===== src/rtl/gray_cnt_sched_if.sv =====
// gray_cnt_sched_if: request/grant bundle for the shared Gray counter scheduler.
//   req    : request vector, bit i = requester i
//   len    : packed burst lengths, field i = len[i*LENW +: LENW]
//   gnt    : one-hot grant while a burst is running
//   busy   : scheduler is running or finishing a burst
//   done   : one-cycle pulse on the finishing requester's bit
//   gray_c : registered Gray code of the shared counter
//   zero   : shared counter is zero (held low during reset)
//   wrap   : one-cycle pulse after the counter rolls over to zero
// master = requester side, slave = scheduler side.
interface gray_cnt_sched_if #(
   parameter int unsigned CBITS = 9,
   parameter int unsigned NREQ  = 4,
   parameter int unsigned LENW  = 4
);
   logic [NREQ-1:0]      req;
   logic [NREQ*LENW-1:0] len;
   logic [NREQ-1:0]      gnt;
   logic                 busy;
   logic [NREQ-1:0]      done;
   logic [CBITS-1:0]     gray_c;
   logic                 zero;
   logic                 wrap;

   modport master (
      output req, len,
      input  gnt, busy, done, gray_c, zero, wrap
   );

   modport slave (
      input  req, len,
      output gnt, busy, done, gray_c, zero, wrap
   );
endinterface


===== src/rtl/gray_cnt_sched.sv =====
// gray_cnt_sched: round-robin scheduler sharing one Gray-coded counter among NREQ requesters.
// A granted requester advances the counter once per cycle for len[w] cycles, then gets a
// one-cycle done pulse. Counter and Gray code persist across bursts.
//   clk : clock, state updates on posedge
//   rst : asynchronous, active-high reset
//   bus : gray_cnt_sched_if.slave (req/len in; gnt/busy/done/gray_c/zero/wrap out)
module gray_cnt_sched #(
   parameter int unsigned CBITS = 9,
   parameter int unsigned NREQ  = 4,
   parameter int unsigned LENW  = 4
) (
   input logic               clk,
   input logic               rst,
   gray_cnt_sched_if.slave   bus
);

   localparam int unsigned IW = (NREQ > 1) ? $clog2(NREQ) : 1;

   typedef enum logic [1:0] {StIdle, StRun, StDone} state_e;

   state_e           state_q, state_d;
   logic [CBITS-1:0] cnt_q, cnt_d;
   logic [CBITS-1:0] gray_q, gray_d;
   logic [LENW-1:0]  rem_q, rem_d;
   logic [IW-1:0]    ptr_q, ptr_d;
   logic [IW-1:0]    win_q, win_d;
   logic             wrap_q, wrap_d;

   logic [IW-1:0]    pick;
   logic             pick_vld;
   logic [LENW-1:0]  pick_len;
   int unsigned      idx;

   // Round-robin search starting at ptr_q; first set request wins.
   always_comb begin
      pick     = '0;
      pick_vld = 1'b0;
      idx      = 0;
      for (int unsigned i = 0; i < NREQ; i++) begin
         idx = (int'(ptr_q) + i) % NREQ;
         if (!pick_vld && bus.req[idx]) begin
            pick_vld = 1'b1;
            pick     = IW'(idx);
         end
      end
   end

   assign pick_len = bus.len[pick*LENW +: LENW];

   always_comb begin
      state_d = state_q;
      cnt_d   = cnt_q;
      gray_d  = gray_q;
      rem_d   = rem_q;
      ptr_d   = ptr_q;
      win_d   = win_q;
      wrap_d  = 1'b0;
      unique case (state_q)
         StIdle: begin
            if (pick_vld) begin
               win_d   = pick;
               rem_d   = pick_len;
               // Zero-length bursts skip RUN and go straight to the done pulse.
               state_d = (pick_len != '0) ? StRun : StDone;
            end
         end
         StRun: begin
            cnt_d  = cnt_q + 1'b1;
            // Gray code is registered alongside cnt so both change on the same edge.
            gray_d = cnt_d ^ (cnt_d >> 1);
            wrap_d = &cnt_q;
            rem_d  = rem_q - 1'b1;
            if (rem_q == LENW'(1)) begin
               state_d = StDone;
            end
         end
         StDone: begin
            ptr_d   = (win_q == IW'(NREQ - 1)) ? '0 : win_q + 1'b1;
            state_d = StIdle;
         end
         default: state_d = StIdle;
      endcase
   end

   always_ff @(posedge clk or posedge rst) begin
      if (rst) begin
         state_q <= StIdle;
         cnt_q   <= '0;
         gray_q  <= '0;
         rem_q   <= '0;
         ptr_q   <= '0;
         win_q   <= '0;
         wrap_q  <= 1'b0;
      end else begin
         state_q <= state_d;
         cnt_q   <= cnt_d;
         gray_q  <= gray_d;
         rem_q   <= rem_d;
         ptr_q   <= ptr_d;
         win_q   <= win_d;
         wrap_q  <= wrap_d;
      end
   end

   always_comb begin
      bus.gnt  = '0;
      bus.done = '0;
      if (state_q == StRun) begin
         bus.gnt[win_q] = 1'b1;
      end
      if (state_q == StDone) begin
         bus.done[win_q] = 1'b1;
      end
   end

   assign bus.busy   = (state_q != StIdle);
   assign bus.gray_c = gray_q;
   assign bus.zero   = (cnt_q == '0) & ~rst;
   assign bus.wrap   = wrap_q;

endmodule


===== src/flat_wrapper.sv =====
// flat-port wrapper written by rule: the top's interface ports become plain ports
module gray_cnt_sched_flat 
#(
   parameter int unsigned CBITS = 9,
   parameter int unsigned NREQ  = 4,
   parameter int unsigned LENW  = 4
)
  (clk, rst, bus_req, bus_len, bus_gnt, bus_busy, bus_done, bus_gray_c, bus_zero, bus_wrap);
  gray_cnt_sched_if #(.CBITS(CBITS), .NREQ(NREQ), .LENW(LENW)) bus_i ();
  input logic clk;
  input logic rst;
  input wire logic [$bits(bus_i.req)-1:0] bus_req;
  input wire logic [$bits(bus_i.len)-1:0] bus_len;
  output wire logic [$bits(bus_i.gnt)-1:0] bus_gnt;
  output wire logic [$bits(bus_i.busy)-1:0] bus_busy;
  output wire logic [$bits(bus_i.done)-1:0] bus_done;
  output wire logic [$bits(bus_i.gray_c)-1:0] bus_gray_c;
  output wire logic [$bits(bus_i.zero)-1:0] bus_zero;
  output wire logic [$bits(bus_i.wrap)-1:0] bus_wrap;
  assign bus_i.req = bus_req;
  assign bus_i.len = bus_len;
  assign bus_gnt = bus_i.gnt;
  assign bus_busy = bus_i.busy;
  assign bus_done = bus_i.done;
  assign bus_gray_c = bus_i.gray_c;
  assign bus_zero = bus_i.zero;
  assign bus_wrap = bus_i.wrap;
  gray_cnt_sched #(.CBITS(CBITS), .NREQ(NREQ), .LENW(LENW)) u_core (.clk(clk), .rst(rst), .bus(bus_i));
endmodule

===== config.mk =====
export PLATFORM = sky130hd
export DESIGN_NAME = gray_cnt_sched_flat
export DESIGN_NICKNAME = d
export VERILOG_FILES = /design/src/rtl/gray_cnt_sched_if.sv /design/src/rtl/gray_cnt_sched.sv /design/src/flat_wrapper.sv
export SDC_FILE = /design/constraint.sdc
export NUM_CORES = 1
export LEC_CHECK = 0
export CAP_MARGIN = 0
export CORE_MARGIN = 2
export CORE_UTILIZATION = 49
export DETAILED_ROUTE_END_ITERATION = 8
export PLACE_DENSITY = 0.79
export SYNTH_ARGS = -nofsm -noshare
export SYNTH_HDL_FRONTEND = slang
export SYNTH_SLANG_ARGS = --single-unit

===== constraint.sdc =====
create_clock -name clk -period 2.2 [get_ports clk]
set_input_delay 0.33 -clock clk [delete_from_list [all_inputs] [get_ports clk]]
set_output_delay 0.33 -clock clk [all_outputs]
set_load 0.02 [all_outputs]

==> results.md <==
* Setup repair bufs after CTS at 0
* Number of enable flip-flop cells after synthesis at 0
* GP Congestion at 0.860
* Worst Setup SP: u_core.win_q[1]
* Hold Buf Count CTS at 0
* FF+latch count, synth at 28
* # resized after CTS at 5
* Final number of setup-violating endpoints at 0
* Clock tree sinks at 28
* Initial Util at 0.510
* Via count at 1455
* GRT overflow at 0
* Sequential-to-total area share from yosys stat at 0.408
* Via density at 5.23
* Detailed-router iteration count before antenna repair at 4
* First-pass GRT wire length at 6.16 mm
* CP Data Required Time at 1870 ps
* Vias in the first global route at 1379
* Tcrit/Tclk final at 0.949
* Fmax at 479 MHz
* Kind of critical path: flip-flop to output port
* Final ANT Viol Nets at 0
* # H-tree levels at 1
* Root buffer cell: clkbuf_4
* Chip width at 63.2 um
* VDD IR max at 820 uV
* # DRC at 0
* Clock buffer depth at 2
* # rows at 21
* Layout area overhead at 36.2%
* Post-Route WL at 3.77 mm
* Post-route insts no fill at 278
* CTS tree: yes
* Worst slew margin at 0.584
* Placed Cells at 274
* Clock transition at path regs at 160 ps
* Ys flop type: dfrtp_1
* Post-Syn Area at 1720 sq um
* Grt met1 use at 0.233
* Cell count after synthesis at 180
* Tot GR Track Use at 0.195
* Worst hold path class: primary input to async pin
* CP max FO at 3
* Final net count at 264
* PD cells at 1260 nW/um^2
* Worst-Margin Slew at 624 ps
* GR Util met2 at 0.351
* RSZ-0062 raised after global routing: no
* Ys Warns at 0
* Pin count of the biggest net entering global routing at 18
* Initial DRC count at 75
* Clk_skew at 10.6 ps
* Post-Syn Nets at 211
* Status: completed
* Yosys top cell by area: dfrtp_1
* Startpoint Class: flip-flop
* Post-synth ARST share at 1.00
* Wirelength per Cell at 13.6 um
* Initial antenna violation count at 0
* Layout cell share with drive strength beyond 1 at 0.129
* Tmin final at 2090 ps
* Die area at 3990 sq um
* Leakage at 1.06 nW
* Synth unique cells at 34
* Endpoints failing hold at 0
* CTS Buf Count at 3
* Gr busiest metal: met2
* Chip height at 63.2 um
* Area contributors post-synth: dfrtp_1, mux2i_1, ha_1
* Post-detailed-placement half-perimeter wirelength at 3.07 mm
* Met3 Use GR at 0.0250
* Max Cap Violations at 0
* Mean area per synthesized cell at 9.54 sq um
* Clock latency on the worst-skew pair at 330 ps
* Finished Core Util at 0.695
* Antenna diode count at 0
* Core Region at 3360 sq um
* Post-synth top area share at 0.408
* IO Port Bufs at 41
* CP Capture Type: output port
* Top Ports at 42
* Fin Hold WS at 427 ps
* Worst path arrival time at 1760 ps
* RR Startpoint: u_core.ptr_q[0]
* Slew Limit Fails at 0
[where the power goes]
group / total, mW / switching, mW / internal [mW] / leakage [nW]
Combinational: 1.75 / 0.894 / 0.852 / 0.688
Sequential: 0.940 / 0.205 / 0.735 / 0.350
Clock: 0.254 / 0.153 / 0.101 / 0.0210
[cells in the mapped netlist (2+ instances only)]
library cell	number
a21o_1	2
a21oi_1	5
a221o_1	2
and2_1	9
and3_1	2
clkbuf_1	5
dfrtp_1	28
ha_1	9
inv_1	9
mux2i_1	12
nand2_1	22
nand2b_1	2
nand3_1	4
nor2_1	13
nor2b_1	2
nor4_1	4
o21ai_0	11
o21ai_1	2
or2_2	2
xnor2_1	12
xor2_1	10
[through the flow]
step	instance area (sq um)	power [mW]	setup slack [ps]	TNS [ps]
2_1_floorplan	1720	2.04	247	0
3_3_place_gp	2280	2.57	-154	-553
3_5_place_dp	2280	2.68	-255	-930
4_1_cts	2320	2.93	2.62	0
5_1_grt	2340	3.18	7.77	0
6_report	2340	2.94	113	0
[worst max-delay path: stages (launching register included)]
cell	delay, ps
dfrtp_1	430
inv_1	110
ha_1	170
and2_1	120
clkdlybuf4s50_1	590
[state kept, by name, summed over array words and instances, names as in the netlist]
register	count
u_core.bus.gray_c	9
u_core.cnt_q	8
u_core.rem_q	4
u_core.ptr_q	2
u_core.state_q	2
u_core.win_q	2
u_core.bus.wrap	1
[final cells by class]
cell class	instances	area, sq um
fill	281	1020
multi-input combinational	136	973
sequential	28	702
timing repair buffer	55	536
tap	46	57.6
clock buffer	4	36.3
inverter	9	33.8
[worst paths after layout]
path / to / slack [ps] / cells after the start
max in group asynchronous: u_core.cnt_q[0] / 1270 / 3
worst min register to register: u_core.bus.gray_c[7] / 490 / 2
worst min-delay path: u_core.state_q[1] / 430 / 2
min in group clk: u_core.bus.gray_c[7] / 490 / 2
worst max-delay path: bus_done[0] / 110 / 4
worst max register to register: u_core.state_q[1] / 130 / 7
[placed cells by master (no fill, tap or decap), drive strengths merged, types with 5 or more instances in the layout]
cell type      instances
dfrtp                 28
a21oi                  5
buf                   15
inv                    9
nand2                 22
clkdlybuf4s50         40
and2                   9
ha                     9
xor2                  10
nor2                  13
o21ai                 13
mux2i                 12
xnor2                 12
[per-layer routing]
| metal | up-vias | routed length [um] |
|---|---|---|
| met4 | 0 | 65 |
| met5 | - | 0 |
| met3 | 6 | 98 |
| met1 | 701 | 1650 |
| met2 | 33 | 1960 |
| li1 | 715 | - |
[logic make-up (layout without fill, tap and decap cells)]
family	after synthesis	count (layout)	share of synthesized area
simple gates	63	63	0.179
compound gates	28	28	0.112
flops	28	28	0.408
xor+xnor	22	22	0.112
buf+inv	16	68	0.0379
mux	14	14	0.0853
fa+ha+maj	9	9	0.0656
(Power assumes the default switching activity.)
